**src/rtl/cam_exposure_ctrl.sv**
```systemverilog
// Auto-exposure controller: compares each frame average against a target window and issues one
// exposure-register write per frame, then waits SETTLE_FRAMES V_SYNC falls. Option: CAM_AE_PROP_EN.
module cam_exposure_ctrl #(
  parameter int              EXP_W         = 16,
  parameter logic [EXP_W-1:0] EXP_INIT     = 16'h0200,
  parameter logic [EXP_W-1:0] EXP_MIN      = 16'h0010,
  parameter logic [EXP_W-1:0] EXP_MAX      = 16'h0FFF,
  parameter logic [7:0]      EXP_ADDR      = 8'h10,
  parameter logic [7:0]      TARGET        = 8'd128,
  parameter logic [7:0]      TOL           = 8'd8,
  parameter logic [EXP_W-1:0] STEP         = 16'd32,
`ifdef CAM_AE_PROP_EN
  parameter int              PROP_SHIFT    = 2,
`endif
  parameter int              SETTLE_FRAMES = 2
) (
  input  logic             VGA_CLK,
  input  logic             RST,
  input  logic             enable,
  input  logic             V_SYNC,
  input  logic             avg_valid,
  input  logic [7:0]       avg,
  output logic             cfg_req,
  output logic [7:0]       cfg_addr,
  output logic [EXP_W-1:0] cfg_data,
  input  logic             cfg_ack,
  output logic [EXP_W-1:0] exposure,
  output logic             locked,
  output logic             busy
);

  localparam logic [1:0] S_IDLE   = 2'd0;
  localparam logic [1:0] S_EVAL   = 2'd1;
  localparam logic [1:0] S_WRITE  = 2'd2;
  localparam logic [1:0] S_SETTLE = 2'd3;

  logic [1:0]       state;
  logic [7:0]       avg_q;
  logic [7:0]       settle_cnt;
  logic             vs_prev;
  logic             vs_fall;
  logic [8:0]       err;
  logic [8:0]       err_neg_val;
  logic             err_neg;
  logic [7:0]       err_mag;
  logic             in_window;
  logic [EXP_W-1:0] step;
  logic [EXP_W:0]   sum;
  logic [EXP_W-1:0] nxt;

  assign cfg_addr = EXP_ADDR;
  assign busy     = (state != S_IDLE);
  assign vs_fall  = vs_prev & ~V_SYNC;

  // Two's-complement error of the captured average; magnitude fits 8 bits (max 128).
  assign err         = {1'b0, avg_q} - {1'b0, TARGET};
  assign err_neg     = err[8];
  assign err_neg_val = 9'd0 - err;
  assign err_mag     = err_neg ? err_neg_val[7:0] : err[7:0];
  assign in_window   = (err_mag <= TOL);

`ifdef CAM_AE_PROP_EN
  logic [7:0] prop;
  assign prop = err_mag >> PROP_SHIFT;
  always_comb begin
    step = STEP;
    if (prop == 8'd0)
      step = EXP_W'(1);
    else if (EXP_W'(prop) < STEP)
      step = EXP_W'(prop);
  end
`else
  assign step = STEP;
`endif

  // One extra bit catches both overflow of the add and borrow of the subtract before clamping.
  always_comb begin
    // NOTE: every always_comb output gets a default first so no latch is inferred.
    nxt = exposure;
    sum = err_neg ? ({1'b0, exposure} + {1'b0, step})
                  : ({1'b0, exposure} - {1'b0, step});
    if (!err_neg && sum[EXP_W])
      nxt = EXP_MIN;
    else if (sum < {1'b0, EXP_MIN})
      nxt = EXP_MIN;
    else if (sum > {1'b0, EXP_MAX})
      nxt = EXP_MAX;
    else
      nxt = sum[EXP_W-1:0];
  end

  always_ff @(posedge VGA_CLK or posedge RST) begin
    if (RST) begin
      state      <= S_IDLE;
      avg_q      <= 8'd0;
      settle_cnt <= 8'd0;
      vs_prev    <= 1'b1;
      cfg_req    <= 1'b0;
      cfg_data   <= EXP_INIT;
      exposure   <= EXP_INIT;
      locked     <= 1'b0;
    end else begin
      // NOTE: non-blocking assignments so every branch sees pre-edge register values.
      vs_prev <= V_SYNC;
      case (state)
        S_IDLE: begin
          if (avg_valid && enable) begin
            avg_q <= avg;
            state <= S_EVAL;
          end
        end
        S_EVAL: begin
          if (!enable) begin
            state <= S_IDLE;
          end else if (in_window) begin
            locked <= 1'b1;
            state  <= S_IDLE;
          end else begin
            locked <= 1'b0;
            if (nxt == exposure) begin
              state <= S_IDLE;
            end else begin
              cfg_data <= nxt;
              cfg_req  <= 1'b1;
              state    <= S_WRITE;
            end
          end
        end
        S_WRITE: begin
          // Once a write is requested it always completes; disable only skips the settle wait.
          if (cfg_ack) begin
            cfg_req    <= 1'b0;
            exposure   <= cfg_data;
            settle_cnt <= 8'd0;
            state      <= enable ? S_SETTLE : S_IDLE;
          end
        end
        default: begin
          if (!enable || settle_cnt == 8'(SETTLE_FRAMES))
            state <= S_IDLE;
          else if (vs_fall)
            settle_cnt <= settle_cnt + 8'd1;
        end
      endcase
    end
  end

endmodule

```
**config.mk**
```make
export PLATFORM = sky130hd
export DESIGN_NAME = cam_exposure_ctrl
export DESIGN_NICKNAME = d
export VERILOG_FILES = /design/src/rtl/cam_exposure_ctrl.sv
export SDC_FILE = /design/constraint.sdc
export NUM_CORES = 1
export LEC_CHECK = 0
export CAP_MARGIN = 40
export CORE_MARGIN = 10
export CORE_UTILIZATION = 58
export DETAILED_ROUTE_END_ITERATION = 10
export PLACE_DENSITY = 0.86
export SETUP_SLACK_MARGIN = 0.5
export SLEW_MARGIN = 0
export SYNTH_ARGS = -nofsm -noshare
export SYNTH_HDL_FRONTEND = slang
export SYNTH_SLANG_ARGS = --single-unit
export TNS_END_PERCENT = 5
```
**constraint.sdc**
```tcl
create_clock -name VGA_CLK -period 12.26 [get_ports VGA_CLK]
set_input_delay 3.678 -clock VGA_CLK [delete_from_list [all_inputs] [get_ports VGA_CLK]]
set_output_delay 3.678 -clock VGA_CLK [all_outputs]
set_load 0.03 [all_outputs]
```
# [Yosys cells after proc, flatten, opt, wreduce, memory -nomap -nowiden]
# Index checks and enable logic that the tools add are counted.
[op_classes] addsub=5 magnitude_cmp=3 n_eq_ne=10 muxes=23 bitwise=5 reduce_logical=18
[ops] cell="2-to-1 mux 16 bit" count=3
[ops] cell="2-to-1 mux 8 bit" count=4
[ops] cell="adder 16 x 6 -> 17 bit, second input constant" count=1
[ops] cell="> comparator 17 x 12 -> 1 bit, second input constant" count=1
[ops] cell="< comparator 17 x 5 -> 1 bit, second input constant" count=1
[ops] cell="2-to-1 mux 17 bit" count=1
[ops] cell="subtractor 16 x 6 -> 17 bit, second input constant" count=1
[ops] cell="== test 16 bit" count=1
[ops] cell="case mux 8 bit (2 select lines)" count=1
[ops] cell="2-to-1 mux 2 bit" count=7
[ops] cell="inequality test 2 bit, second input constant" count=5
[ops] cell="subtractor 8 x 8 -> 9 bit, second input constant" count=1
[ops] cell="adder 8 x 1 -> 8 bit, second input constant" count=1
[ops] cell="== test 8 x 2 -> 1 bit, second input constant" count=1
[ops] cell="<= comparator 8 x 4 -> 1 bit, second input constant" count=1
[ops] cell="AND reduction 4 bit" count=2
[ops] cell="subtractor 1 x 8 -> 8 bit, first input constant" count=1
[ops] cell="case mux 2 bit (3 select lines)" count=1
[ops] cell="AND reduction 2 bit" count=3
[ops] cell="nonzero test 2 bit" count=3
[ops] cell="2-to-1 mux 1 bit" count=5
[ops] cell="AND reduction 5 bit" count=1
[ops] cell="inverter 1 bit" count=4
[ops] cell="nonzero test 4 bit" count=1
[ops] cell="11 further kinds" count=13
[word_totals] regBits=53 input_bits=14 out_inout_bits=43 elab_cells=72

# [Longest topological paths before layout]
# Gate-level depths: netlist of the first run.
[logic_depth] word_depth=11 ltp_mapped=18 depth_no_buf=16

# [Worst setup path after synthesis of the first run]
# Ideal clock, no wire load.
[synth_timing] path_type="input port to flip-flop" startpoint="input enable" endpoint="register settle_cnt[5]" setup_time_ns=0.132 arrival_ns=4.799 required_ns=12.128 path_slack_ns=7.329 cell_stages=8 n_path_buf=1 cell_sequence="nand3_1 > a21oi_1 > and3b_1 > clkbuf_1 > o2111a_1 > nand3_1 > xor2_1 > nor2_1"
[synth_via] elab_chain_cells=4
[synth_rtl] item="start: declaration" line="19" source="input logic enable,"
[synth_rtl] item="zero test 1 bit" line="139" source="if (!enable || settle_cnt == 8'(SETTLE_FRAMES))"
[synth_rtl] item="logical OR 1 bit" line="139"
[synth_rtl] item="inequality test 2 x 1 -> 1 bit (no source line)"
[synth_rtl] item="AND reduction 4 bit (no source line)"
[synth_rtl] item="end signal: assignment" line="142" source="settle_cnt <= settle_cnt + 8'd1;"
[synth_rtl] item="end: declaration" line="39" source="logic [7:0] settle_cnt;"
# No other way between the ends.
# A chain may end at the register's enable or synchronous reset.

# [Worst setup path in the final report of the first run]
[layout_timing] startpoint="register avg_q[7]" endpoint="register cfg_data[8]"
[layout_via] elab_chain_cells=9 word_cells_on_any_way=16 classes_between="2 x add/sub; 3 x order compare; 1 x eq/ne; 5 x mux; 2 x bitwise; 3 x reduce/logical"
[layout_rtl] item="start: declaration" line="38" source="logic [7:0] avg_q;"
[layout_rtl] item="start signal: assignment" line="108" source="avg_q <= avg;"
[layout_rtl] item="subtractor 8 x 8 -> 9 bit (*)" line="56" source="assign err = {1'b0, avg_q} - {1'b0, TARGET};"
[layout_rtl] item="2-to-1 mux 17 bit" line="80" source="sum = err_neg ? ({1'b0, exposure} + {1'b0, step})"
[layout_rtl] item="> comparator 17 x 12 -> 1 bit" line="86" source="else if (sum > {1'b0, EXP_MAX})"
[layout_rtl] item="2-to-1 mux 16 bit" line="86"
[layout_rtl] item="2-to-1 mux 16 bit" line="84" source="else if (sum < {1'b0, EXP_MIN})"
[layout_rtl] item="2-to-1 mux 16 bit" line="82" source="if (!err_neg && sum[EXP_W])"
[layout_rtl] item="== test 16 bit" line="120" source="if (nxt == exposure) begin"
[layout_rtl] item="inverter 1 bit (no source line)"
[layout_rtl] item="AND reduction 4 bit (no source line)"
[layout_rtl] item="end signal: assignment" line="123" source="cfg_data <= nxt;"
[layout_rtl] item="end: declaration" line="25" source="output logic [EXP_W-1:0] cfg_data,"
# Mark *: on every way between the ends. The rest lies on a longest branch, timed or not.

==> reports/qor.tcl, run 1 <==
set qor(yosysSeqAreaShare_pct) 39.5
set qor(timing.critical_path.cells) {ha_1 > nand3_1 > o211ai_2 > a21oi_1 > o21ai_0 > a21oi_1 > ha_1 > o41ai_1 > or3_1 > a211o_1 > nor2_1 > a31oi_1 > a311o_1 > a31oi_4 > mux2_2}
set qor(cell_types_with_the_highest_counts_after_synthesis) {dfrtp_1, nand2_1, o21ai_0}
set qor(max_slew.worst_pin.slew_ps) 756
set qor(tritoncts_clock_tree) {done}
set qor(wire_length_of_the_first_global_routing_pass_um) 13500
set qor(min_path_type) {flop to flop}
set qor(global_route.usage.total_pct) 18.2
set qor(holdCritStartpoint) {cfg_req}
set qor(cts.path.max_buffers) 2
set qor(postSynthCellCount) 361
set qor(worst_skew_pair.late_latency_ps) 320
set qor(power.ir.vdd_worst_mv) 0.191
set qor(path_max_fanout) 18
set qor(total_power_uw) 1160
set qor(port_buffers) 48
set qor(synth_edf_count) 0
set qor(number_of_warning_messages_in_the_yosys_log) 0
set qor(postCtsSetupBuffers) 0
set qor(total_leakage_power_uw) 0.00181
set qor(global_route.overflow_total) 0
set qor(gp_congestion) 0.905
set qor(worst-path-buf-inv) 0
set qor(yosys.cell_count.top_type) {dfrtp_1}
set qor(design.final.nets) 436
set qor(first_global_vias) 2882
set qor(dp_hpwl_um) 6260
set qor(synth_top_area_share_pct) 37.1
set qor(cts_htree_levels) 2
set qor(area.growth.synth_to_final_pct) 18.2
set qor(drv_cap) 0
set qor(worst_r2r_endpoint) {cfg_data[8]}
set qor(antenna_found_initial) 0
set qor(tritoncts.num_buffers) 5
set qor(hold_buffers) 0
set qor(worstSetupStartpoint) {avg_q[7]}
set qor(synth-seq-cells) 53
set qor(slew_violations) 0
set qor(critical-path-top-delay-family) {compound AO/OA/AOI/OAI gates}
set qor(yosysUniqueCellTypes) 62
set qor(dp_cells) 470
set qor(wl_per_instance_um) 17.3
set qor(worst-r2r-setup-slack_ps) 6830
set qor(clock_tree.root_cell) {clkbuf_8}
set qor(timing.critical_path.from_type) {flop}
set qor(timing_hold_violations_final) 0
set qor(hold_path_end) {cfg_req}
set qor(cts.reportedPaths.clkPinSlew_ps) 110
set qor(cp_slowest_stage_delay_ps) 640
set qor(finish.cell_count_without_fillers) 478
set qor(route.vias.total) 2851
set qor(die_height_um) 96.2
set qor(core-area_um2) 5570
set qor(clock_sink_total) 53
set qor(worst_hold_path.num_cells) 1
set qor(antenna_cells) 0
set qor(ys_dominant_reg_cell) {dfrtp_1}
set qor(worst_ep_required_time_ps) 12470
set qor(initial_core_util_pct) 60.4
set qor(num-fill-cells) 433
set qor(routed_via_density) 5.96
set qor(ys_top_cells_by_area) {dfrtp_1, ha_1, nand2_1}
set qor(fin_tns_setup_ps) 0
set qor(power.density_nw_per_um2) 291
set qor(grt_max_degree) 42
set qor(layout-drive-gt1-share_pct) 9.61
set qor(cp_slowest_cell) {ha_1}
set qor(finalWorstPathRequiredPeriod_ps) 5430
set qor(route.antenna.remaining_nets) 0
set qor(setup_viol_count_final) 0
set qor(synth_top_cell_by_area) {dfrtp_1}
set qor(layout_worst_path_cycle_share_pct) 44.3
set qor(run_status) {completed}
set qor(rsz0062_at_grt) {false}
set qor(die_x_um) 96.2
set qor(ioPinCount) 57
set qor(async_flop_share_pct) 100
set qor(avgSynthCellArea_um2) 9.33
set qor(placement_rows) 27
set qor(first_iter_violations) 172
set qor(post_cts_resize_count) 0
set qor(r2r_start) {avg_q[7]}
set qor(critPathKind) {flop to flop}
set qor(critPathCaptureType) {flop}
set qor(drt-pass1-iter-count) 5
set qor(maxClockFrequency_ghz) 0.184
set qor(routed_wirelength_um) 8260
set qor(post_synth_instance_area_um2) 3370
set qor(number_of_cells_on_the_worst_reg_to_reg_path) 15
set qor(max_slew_margin_pct) 49.3
set qor(die_area_um2) 9260
set qor(drc) 0
set qor(finClkSkew_ps) 8.78
set qor(arrival_ps) 5640
-- area by class of cell --
| class | instances | area, um2 | area share, % |
|---|---|---|---|
| Multi-Input combinational cell | 271 | 1860 | 46.6 |
| Sequential cell | 53 | 1330 | 33.4 |
| Timing Repair Buffer | 51 | 523 | 13.1 |
| Tap cell | 72 | 90.1 | 2.26 |
| Inverter | 23 | 86.3 | 2.17 |
| Clock buffer | 5 | 68.8 | 1.73 |
| Clock inverter | 3 | 26.3 | 0.660 |
-- kinds of logic after synthesis --
logic type / after synthesis / synth area share [%]
compound gates: 83 / 17.6
xor+xnor: 14 / 3.64
fa+ha+maj: 17 / 6.54
buf+inv: 43 / 6.09
flops: 53 / 39.5
mux: 25 / 7.98
other cells: 2 / 0.223
simple gates: 124 / 18.5
-- placed cells by master (no fill, tap or decap), drive strengths merged, types with 4 or more instances in the layout --
master	n
ha	16
xnor2	5
mux2i	13
clkdlybuf4s50	48
xor2	9
nand3	11
nor2	17
conb	8
and3	5
dfrtp	50
nor3	7
nand2	48
inv	24
nand4	5
nand2b	5
mux2	12
a21o	7
a31oi	9
o21ai	26
clkbuf	5
a21oi	13
nor2b	4
-- worst register-to-register path: cells and delay by family, from the launching register on --
kind / cells / cell delay [ps]
muxes: 1 / 410
adders and majority gates: 2 / 950
and+or+nand+nor: 3 / 840
AOI/OAI and AO/OA: 9 / 2530
DFF: 1 / 600
-- how the worst max path moves through the flow --
| stage | endpoint | cells after the start |
|---|---|---|
| after floorplan | avg_q[0] | 1 |
| after global placement | cfg_data[8] | 6 |
| after detailed placement | cfg_data[8] | 6 |
| after CTS | cfg_data[8] | 6 |
| after global routing | cfg_data[8] | 15 |
| final | cfg_data[8] | 15 |
-- flip-flops by register name (all words and copies together) (netlist names) --
register    count
settle_cnt      8
exposure       16
cfg_data       16
cfg_req         1
locked          1
vs_prev         1
state           2
avg_q           8
-- where the power goes --
group	internal (uW)	total [uW]	switching, uW
Combinational	298	742	444
Clock	41.6	105	63.5
Sequential	235	312	77.2
-- routing by layer --
metal / vias up / share of wire [%] / track usage, %
li1: 1367 / - / -
met5: - / 0 / 0
met2: 110 / 50 / 31.2
met3: 19 / 7.3 / 4.82
met1: 1355 / 40 / 21.3
met4: 0 / 2.1 / 7.13
-- through the flow --
| step | instance area, um2 | hold WS, ps | utilization (%) | worst slack, ps |
|---|---|---|---|---|
| after CTS | 3980 | 496 | 71.4 | 6830 |
| after floorplan | 3390 | 498 | - | 7300 |
| after detailed placement | 3890 | 469 | 69.7 | 6480 |
| after global routing | 3980 | 520 | 71.4 | 6490 |
| final | 3980 | 490 | 71.4 | 6830 |
| after global placement | 3850 | 472 | 69.1 | 6590 |
(Power assumes the default switching activity.)
==> run 2: changes to the inputs <==
CORE_UTILIZATION = 48   (was 58)
PLACE_DENSITY = 0.76   (was 0.86)
clock period = 4.9 ns   (was 12.26 ns; I/O delays follow)
==> reports/qor.tcl, run 2 (same netlist as run 1, synthesis figures left out) <==
set qor(cp_common_cell) {buf_6}
set qor(largest_regs) {cfg_data (16), exposure (16)} ;# unchanged
set qor(max_slew.worst_pin.slew_ps) 888 ;# was 756 ps
set qor(power.ir.vdd_worst_mv) 0.456 ;# was 0.191 mV
set qor(min_path_type) {flop to flop} ;# unchanged
set qor(clock_sink_total) 53 ;# unchanged
set qor(layout_commonest_cell) {clkdlybuf4s50_1} ;# was dfrtp_1
set qor(routed_wirelength_um) 8860 ;# was 8260 um
set qor(holdCritStartpoint) {cfg_data[8]} ;# was cfg_req
set qor(cp_slowest_stage_delay_ps) 510 ;# was 640 ps
set qor(die_x_um) 104 ;# was 96.2 um
set qor(first_iter_violations) 289 ;# was 172
set qor(clock_tree.root_cell) {clkbuf_8} ;# unchanged
set qor(max_slew_margin_pct) 40.6 ;# was 49.3%
set qor(antenna_found_initial) 0 ;# unchanged
set qor(placed_area_um2) 3930 ;# was 3890 um2
set qor(gp_congestion) 0.892 ;# was 0.905
set qor(finalWorstPathRequiredPeriod_ps) 4470 ;# was 5430 ps
set qor(ioPinCount) 57 ;# unchanged
set qor(routed_via_density) 5.69 ;# was 5.96
set qor(drt-pass1-iter-count) 5 ;# unchanged
set qor(slew_violations) 0 ;# unchanged
set qor(tritoncts_clock_tree) {done} ;# unchanged
set qor(worst_skew_pair.late_latency_ps) 310 ;# was 320 ps
set qor(r2r_start) {avg_q[7]} ;# unchanged
set qor(total_leakage_power_uw) 0.00193 ;# was 0.00181 uW
set qor(worst_ep_required_time_ps) 5090 ;# was 12470 ps
set qor(global_route.overflow_total) 0 ;# unchanged
set qor(layout-drive-gt1-share_pct) 18.0 ;# was 9.61%
set qor(cp_slowest_cell) {dfrtp_2} ;# was ha_1
set qor(port_buffers) 48 ;# unchanged
set qor(finClkSkew_ps) 13.2 ;# was 8.78 ps
set qor(route.vias.total) 2947 ;# was 2851
set qor(die_area_um2) 10800 ;# was 9260 um2
set qor(placement_rows) 30 ;# was 27
set qor(area.growth.synth_to_final_pct) 28.0 ;# was 18.2%
set qor(setup_viol_count_final) 0 ;# unchanged
set qor(most-common-layout-cells) {clkdlybuf4s50_1, dfrtp_1, nand2_1} ;# was dfrtp_1, clkdlybuf4s50_1, nand2_1
set qor(core-area_um2) 6790 ;# was 5570 um2
set qor(path_max_fanout) 7 ;# was 18
set qor(worstSetupStartpoint) {avg_q[7]} ;# unchanged
set qor(first_global_vias) 2796 ;# was 2882
set qor(critPathCaptureType) {flop} ;# unchanged
set qor(drc) 0 ;# unchanged
set qor(global_route.usage.total_pct) 15.4 ;# was 18.2%
set qor(critPathKind) {flop to flop} ;# unchanged
set qor(antenna_cells) 0 ;# unchanged
set qor(cts.reportedPaths.clkPinSlew_ps) 110 ;# about the same
set qor(cts.path.max_buffers) 2 ;# unchanged
set qor(run_status) {completed} ;# unchanged
set qor(timing_hold_violations_final) 0 ;# unchanged
set qor(design.final.nets) 452 ;# was 436
set qor(cts_htree_levels) 2 ;# unchanged
set qor(grt_max_degree) 36 ;# was 42
set qor(timing.critical_path.from_type) {flop} ;# unchanged
set qor(drv_cap) 0 ;# unchanged
set qor(critical-path-top-delay-family) {compound AO/OA/AOI/OAI gates} ;# unchanged
set qor(power.density_nw_per_um2) 750 ;# was 291 nW/um2
set qor(hold_buffers) 0 ;# unchanged
set qor(die_height_um) 104 ;# was 96.2 um
set qor(timing.critical_path.cells) {buf_6 > ha_4 > nand3_2 > o211ai_2 > a21oi_2 > o21ai_1 > a21oi_1 > ha_1 > o41ai_1 > or3_1 > a211o_1 > a211oi_4 > buf_6 > a31oi_1 > a2111oi_1 > and3_1 > a31oi_4 > mux2_4} ;# was ha_1 > nand3_1 > o211ai_2 > a21oi_1 > o21ai_0 > a21oi_1 > ha_1 > o41ai_1 > or3_1 > a211o_1 > nor2_1 > a31oi_1 > a311o_1 > a31oi_4 > mux2_2
set qor(initial_core_util_pct) 49.6 ;# was 60.4%
set qor(dp_hpwl_um) 6370 ;# was 6260 um
set qor(wire_length_of_the_first_global_routing_pass_um) 14200 ;# was 13500 um
set qor(wl_per_instance_um) 17.1 ;# was 17.3 um
set qor(layout_worst_path_cycle_share_pct) 91.3 ;# was 44.3%
set qor(arrival_ps) 4670 ;# was 5640 ps
set qor(layout.cell_area.non_filler_um2) 4310 ;# was 3980 um2
set qor(worst-path-buf-inv) 2 ;# was 0
set qor(tritoncts.num_buffers) 5 ;# unchanged
set qor(maxClockFrequency_ghz) 0.224 ;# was 0.184 GHz
set qor(route.antenna.remaining_nets) 0 ;# unchanged
set qor(fin_tns_setup_ps) 0 ;# unchanged
set qor(num-fill-cells) 546 ;# was 433
set qor(rsz0062_at_grt) {true} ;# was false
## run 2: changes by cell type in the layout (fill, tap and decap cells not counted), moves of 2 or more
cell        change
a21oi_2         +3
o21ai_1         +2
ha_1            -7
clkinvlp_4      -2
mux2_4          +2
dfrtp_1         -3
a21oi_1         -3
ha_4            +6
buf_6           +4
buf_4          +11
dfrtp_2         +3
o21ai_0         -2
## run 2: worst min-delay path, delay by kind of cell (launching register included)
kind	cells	cell delay, ps
simple gates	2	110
flops	1	390
## run 2: path summary, 6_finish.rpt
path                            cells past startpoint  slack [ps]           to
worst min register to register                      2         520  exposure[8]
worst min-delay path                                2         520  exposure[8]
max in group asynchronous                           3        2840      vs_prev
min in group asynchronous                           2        1450  cfg_data[3]
worst max-delay path                               18         430  cfg_data[4]
worst max register to register                     18         430  cfg_data[4]
## run 2: per-layer routing
layer / vias to the layer above / part of all wire (%) / global-route usage [%]
met5: - / 0 / 0
met4: 0 / 1.8 / 4.27
met3: 18 / 7.6 / 3.90
met2: 119 / 48 / 25.0
met1: 1415 / 42 / 19.6
li1: 1395 / - / -
## run 2: final cells by class
| cell class | instances | area [um2] | area share (%) |
|---|---|---|---|
| Clock buffer | 5 | 68.8 | 1.60 |
| Clock inverter | 3 | 43.8 | 1.02 |
| Inverter | 23 | 86.3 | 2.00 |
| Multi-Input combinational cell | 271 | 1990 | 46.0 |
| Sequential cell | 53 | 1330 | 30.9 |
| Tap cell | 96 | 120 | 2.78 |
| Timing Repair Buffer | 67 | 676 | 15.7 |
## run 2: power by group
| group | internal (uW) | switching, uW | leakage [uW] |
|---|---|---|---|
| combinational | 929 | 1210 | 0.00122 |
| sequential | 590 | 194 | 0.000648 |
| clock | 154 | 157 | 0.0000585 |
| total | 1670 | 1560 | 0.00193 |
## run 2: per-stage QoR
step	hold slack, ps	util [%]	cells	total power, uW	worst slack (ps)
2_1_floorplan	498	-	367	2070	582
3_3_place_gp	490	57.4	494	2590	338
3_5_place_dp	494	57.8	496	2620	174
4_1_cts	521	60.3	507	3000	503
5_1_grt	557	63.5	518	3470	282
6_report	521	63.5	518	3240	426
## run 2: what timing repair did
action / in CTS / in global routing
pin swaps: 2 / 10
setup endpoints to repair: 17 / 18
setup buffers: 3 / 10
resized for setup: 8 / 28
cloned: 0 / 1
==> run 3: changes to the inputs <==
CORE_UTILIZATION = 35   (was 48)
PLACE_DENSITY = default   (was 0.76)
==> reports/qor.tcl, run 3 (same netlist as run 1, synthesis figures left out) <==
set qor(worst-path-buf-inv) 0 ;# was 2
set qor(die_height_um) 118 ;# was 104 um
set qor(register_area_um2) 1330 ;# about the same
set qor(power.ir.vdd_worst_mv) 0.288 ;# was 0.456 mV
set qor(fin_tns_setup_ps) 0 ;# unchanged
set qor(first_global_vias) 2851 ;# was 2796
set qor(critical-path-top-delay-family) {compound AO/OA/AOI/OAI gates} ;# unchanged
set qor(layout_worst_path_cycle_share_pct) 87.5 ;# was 91.3%
set qor(drc) 0 ;# unchanged
set qor(global_route.overflow_total) 0 ;# unchanged
set qor(layout-drive-gt1-share_pct) 18.5 ;# was 18.0%
set qor(critPathKind) {flop to flop} ;# unchanged
set qor(rsz0062_at_grt) {true} ;# unchanged
set qor(run_status) {completed} ;# unchanged
set qor(tritoncts.num_buffers) 5 ;# unchanged
set qor(finalWorstPathRequiredPeriod_ps) 4290 ;# was 4470 ps
set qor(area.growth.synth_to_final_pct) 30.6 ;# was 28.0%
set qor(tritoncts_clock_tree) {done} ;# unchanged
set qor(port_buffers) 48 ;# unchanged
set qor(multi_input_area_um2) 1990 ;# about the same
set qor(dp_hpwl_um) 6910 ;# was 6370 um
set qor(gp_congestion) 0.869 ;# was 0.892
set qor(die_x_um) 118 ;# was 104 um
set qor(antenna_cells) 0 ;# unchanged
set qor(cp_common_cell) {a21oi_1} ;# was buf_6
set qor(slew_violations) 0 ;# unchanged
set qor(ioPinCount) 57 ;# unchanged
set qor(die_area_um2) 14000 ;# was 10800 um2
set qor(timing_hold_violations_final) 0 ;# unchanged
set qor(routed_via_density) 5.20 ;# was 5.69
set qor(min_path_type) {flop to flop} ;# unchanged
set qor(clock_tree.root_cell) {clkbuf_8} ;# unchanged
set qor(drv_cap) 0 ;# unchanged
set qor(critPathCaptureType) {flop} ;# unchanged
set qor(worst_ep_required_time_ps) 5100 ;# was 5090 ps
set qor(clock_sink_total) 53 ;# unchanged
set qor(wire_length_of_the_first_global_routing_pass_um) 14900 ;# was 14200 um
set qor(worst_skew_pair.late_latency_ps) 300 ;# was 310 ps
set qor(initial_core_util_pct) 36.1 ;# was 49.6%
set qor(num-fill-cells) 878 ;# was 546
set qor(layout_commonest_cell) {dfrtp_1} ;# was clkdlybuf4s50_1
set qor(largest_regs) {cfg_data (16), exposure (16)} ;# unchanged
set qor(cp_slowest_cell) {dfstp_2} ;# was dfrtp_2
set qor(setup_viol_count_final) 0 ;# unchanged
set qor(fin_util_pct) 47.2 ;# was 63.5%
set qor(core-area_um2) 9330 ;# was 6790 um2
set qor(cts_htree_levels) 2 ;# unchanged
set qor(timing.critical_path.cells) {ha_4 > a21oi_1 > o211ai_2 > a21oi_2 > o21ai_1 > a21oi_1 > ha_1 > o41ai_1 > or3_1 > a211o_1 > a211oi_4 > nand2_2 > mux2_4 > a32o_2 > a31oi_4 > mux2_2} ;# was buf_6 > ha_4 > nand3_2 > o211ai_2 > a21oi_2 > o21ai_1 > a21oi_1 > ha_1 > o41ai_1 > or3_1 > a211o_1 > a211oi_4 > buf_6 > a31oi_1 > a2111oi_1 > and3_1 > a31oi_4 > mux2_4
set qor(global_route.usage.total_pct) 12.7 ;# was 15.4%
set qor(maxClockFrequency_ghz) 0.233 ;# was 0.224 GHz
set qor(power.density_nw_per_um2) 729 ;# was 750 nW/um2
set qor(total_power_uw) 3210 ;# was 3240 uW
set qor(arrival_ps) 4480 ;# was 4670 ps
set qor(cts.path.max_buffers) 2 ;# unchanged
set qor(path_max_fanout) 7 ;# unchanged
set qor(finClkSkew_ps) 8.09 ;# was 13.2 ps
set qor(cp_slowest_stage_delay_ps) 620 ;# was 510 ps
set qor(route.vias.total) 2922 ;# was 2947
set qor(hold_buffers) 0 ;# unchanged
set qor(route.antenna.remaining_nets) 0 ;# unchanged
set qor(total_leakage_power_uw) 0.00195 ;# was 0.00193 uW
set qor(cts.reportedPaths.clkPinSlew_ps) 100 ;# was 110 ps
set qor(routed_wirelength_um) 9140 ;# was 8860 um
set qor(drt-pass1-iter-count) 4 ;# was 5
set qor(timing.critical_path.from_type) {flop} ;# unchanged
set qor(wl_per_instance_um) 16.3 ;# was 17.1 um
set qor(most-common-layout-cells) {dfrtp_1, clkdlybuf4s50_1, nand2_1} ;# was clkdlybuf4s50_1, dfrtp_1, nand2_1
set qor(antenna_found_initial) 0 ;# unchanged
set qor(design.final.nets) 463 ;# was 452
set qor(placement_rows) 35 ;# was 30
set qor(first_iter_violations) 187 ;# was 289
set qor(grt_max_degree) 37 ;# was 36
==> run 3: cell count changes in the layout (fill, tap and decap cells not counted), sizes merged <==
cell      change
clkinv        -1
bufinv        -1
buf          +12
inv           -1
clkinvlp      +1
clkbuf        +1
==> run 3: worst register-to-register path, stage by stage (launching register included) <==
cell and delay, ps:
dfstp_2 620, ha_4 250, a21oi_1 200, o211ai_2 130, a21oi_2 190, o21ai_1 70, a21oi_1 150, ha_1 170
o41ai_1 60, or3_1 310, a211o_1 370, a211oi_4 300, nand2_2 150, mux2_4 330, a32o_2 280, a31oi_4 250
mux2_2 370
==> run 3: final timing paths <==
check	start	end	depth (start not counted)	slack, ps
min in group asynchronous	RST	settle_cnt[4]	2	1370
setup reg to reg	exposure[9]	cfg_data[8]	16	610
hold / removal	cfg_data[9]	cfg_data[9]	2	500
hold reg to reg	cfg_data[9]	cfg_data[9]	2	500
setup / recovery	exposure[9]	cfg_data[8]	16	610
max in group asynchronous	RST	exposure[9]	4	2790
==> run 3: layout make-up <==
| cell class | count | area share, % |
|---|---|---|
| multi-input combinational | 271 | 45.2 |
| sequential | 53 | 30.2 |
| timing repair buffer | 78 | 17.0 |
| tap | 129 | 3.67 |
| inverter | 23 | 1.96 |
| clock buffer | 7 | 1.73 |
| clock inverter | 1 | 0.171 |
==> run 3: per-stage QoR <==
step	cell area, um2	cells	worst slack, ps	hold slack (ps)
2_1_floorplan	3390	367	582	498
3_3_place_gp	4010	536	298	488
3_5_place_dp	4040	538	182	481
4_1_cts	4200	551	502	509
5_1_grt	4400	562	418	523
6_report	4400	562	614	500
==> run 3: report_power, final <==
group | internal, uW | switching (uW) | leakage (uW)
logic | 979 | 1210 | 0.00126
registers | 588 | 189 | 0.000651
clock network | 102 | 144 | 0.0000385
==> run 3: timing repair <==
action / CTS / global route
buffers inserted: 5 / 11
gates resized for setup: 10 / 18
pin swaps: 3 / 10
endpoints found under the setup margin: 17 / 18
==> run 3: per-layer routing <==
| layer | global-route usage, % | routed length, um | vias up | share of wire [%] |
|---|---|---|---|---|
| li1 | - | - | 1424 | - |
| met1 | 16.9 | 4130 | 1427 | 45 |
| met2 | 20.5 | 4420 | 65 | 48 |
| met3 | 2.25 | 467 | 6 | 5.1 |
| met4 | 3.94 | 120 | 0 | 1.3 |
| met5 | 0 | 0 | - | 0 |
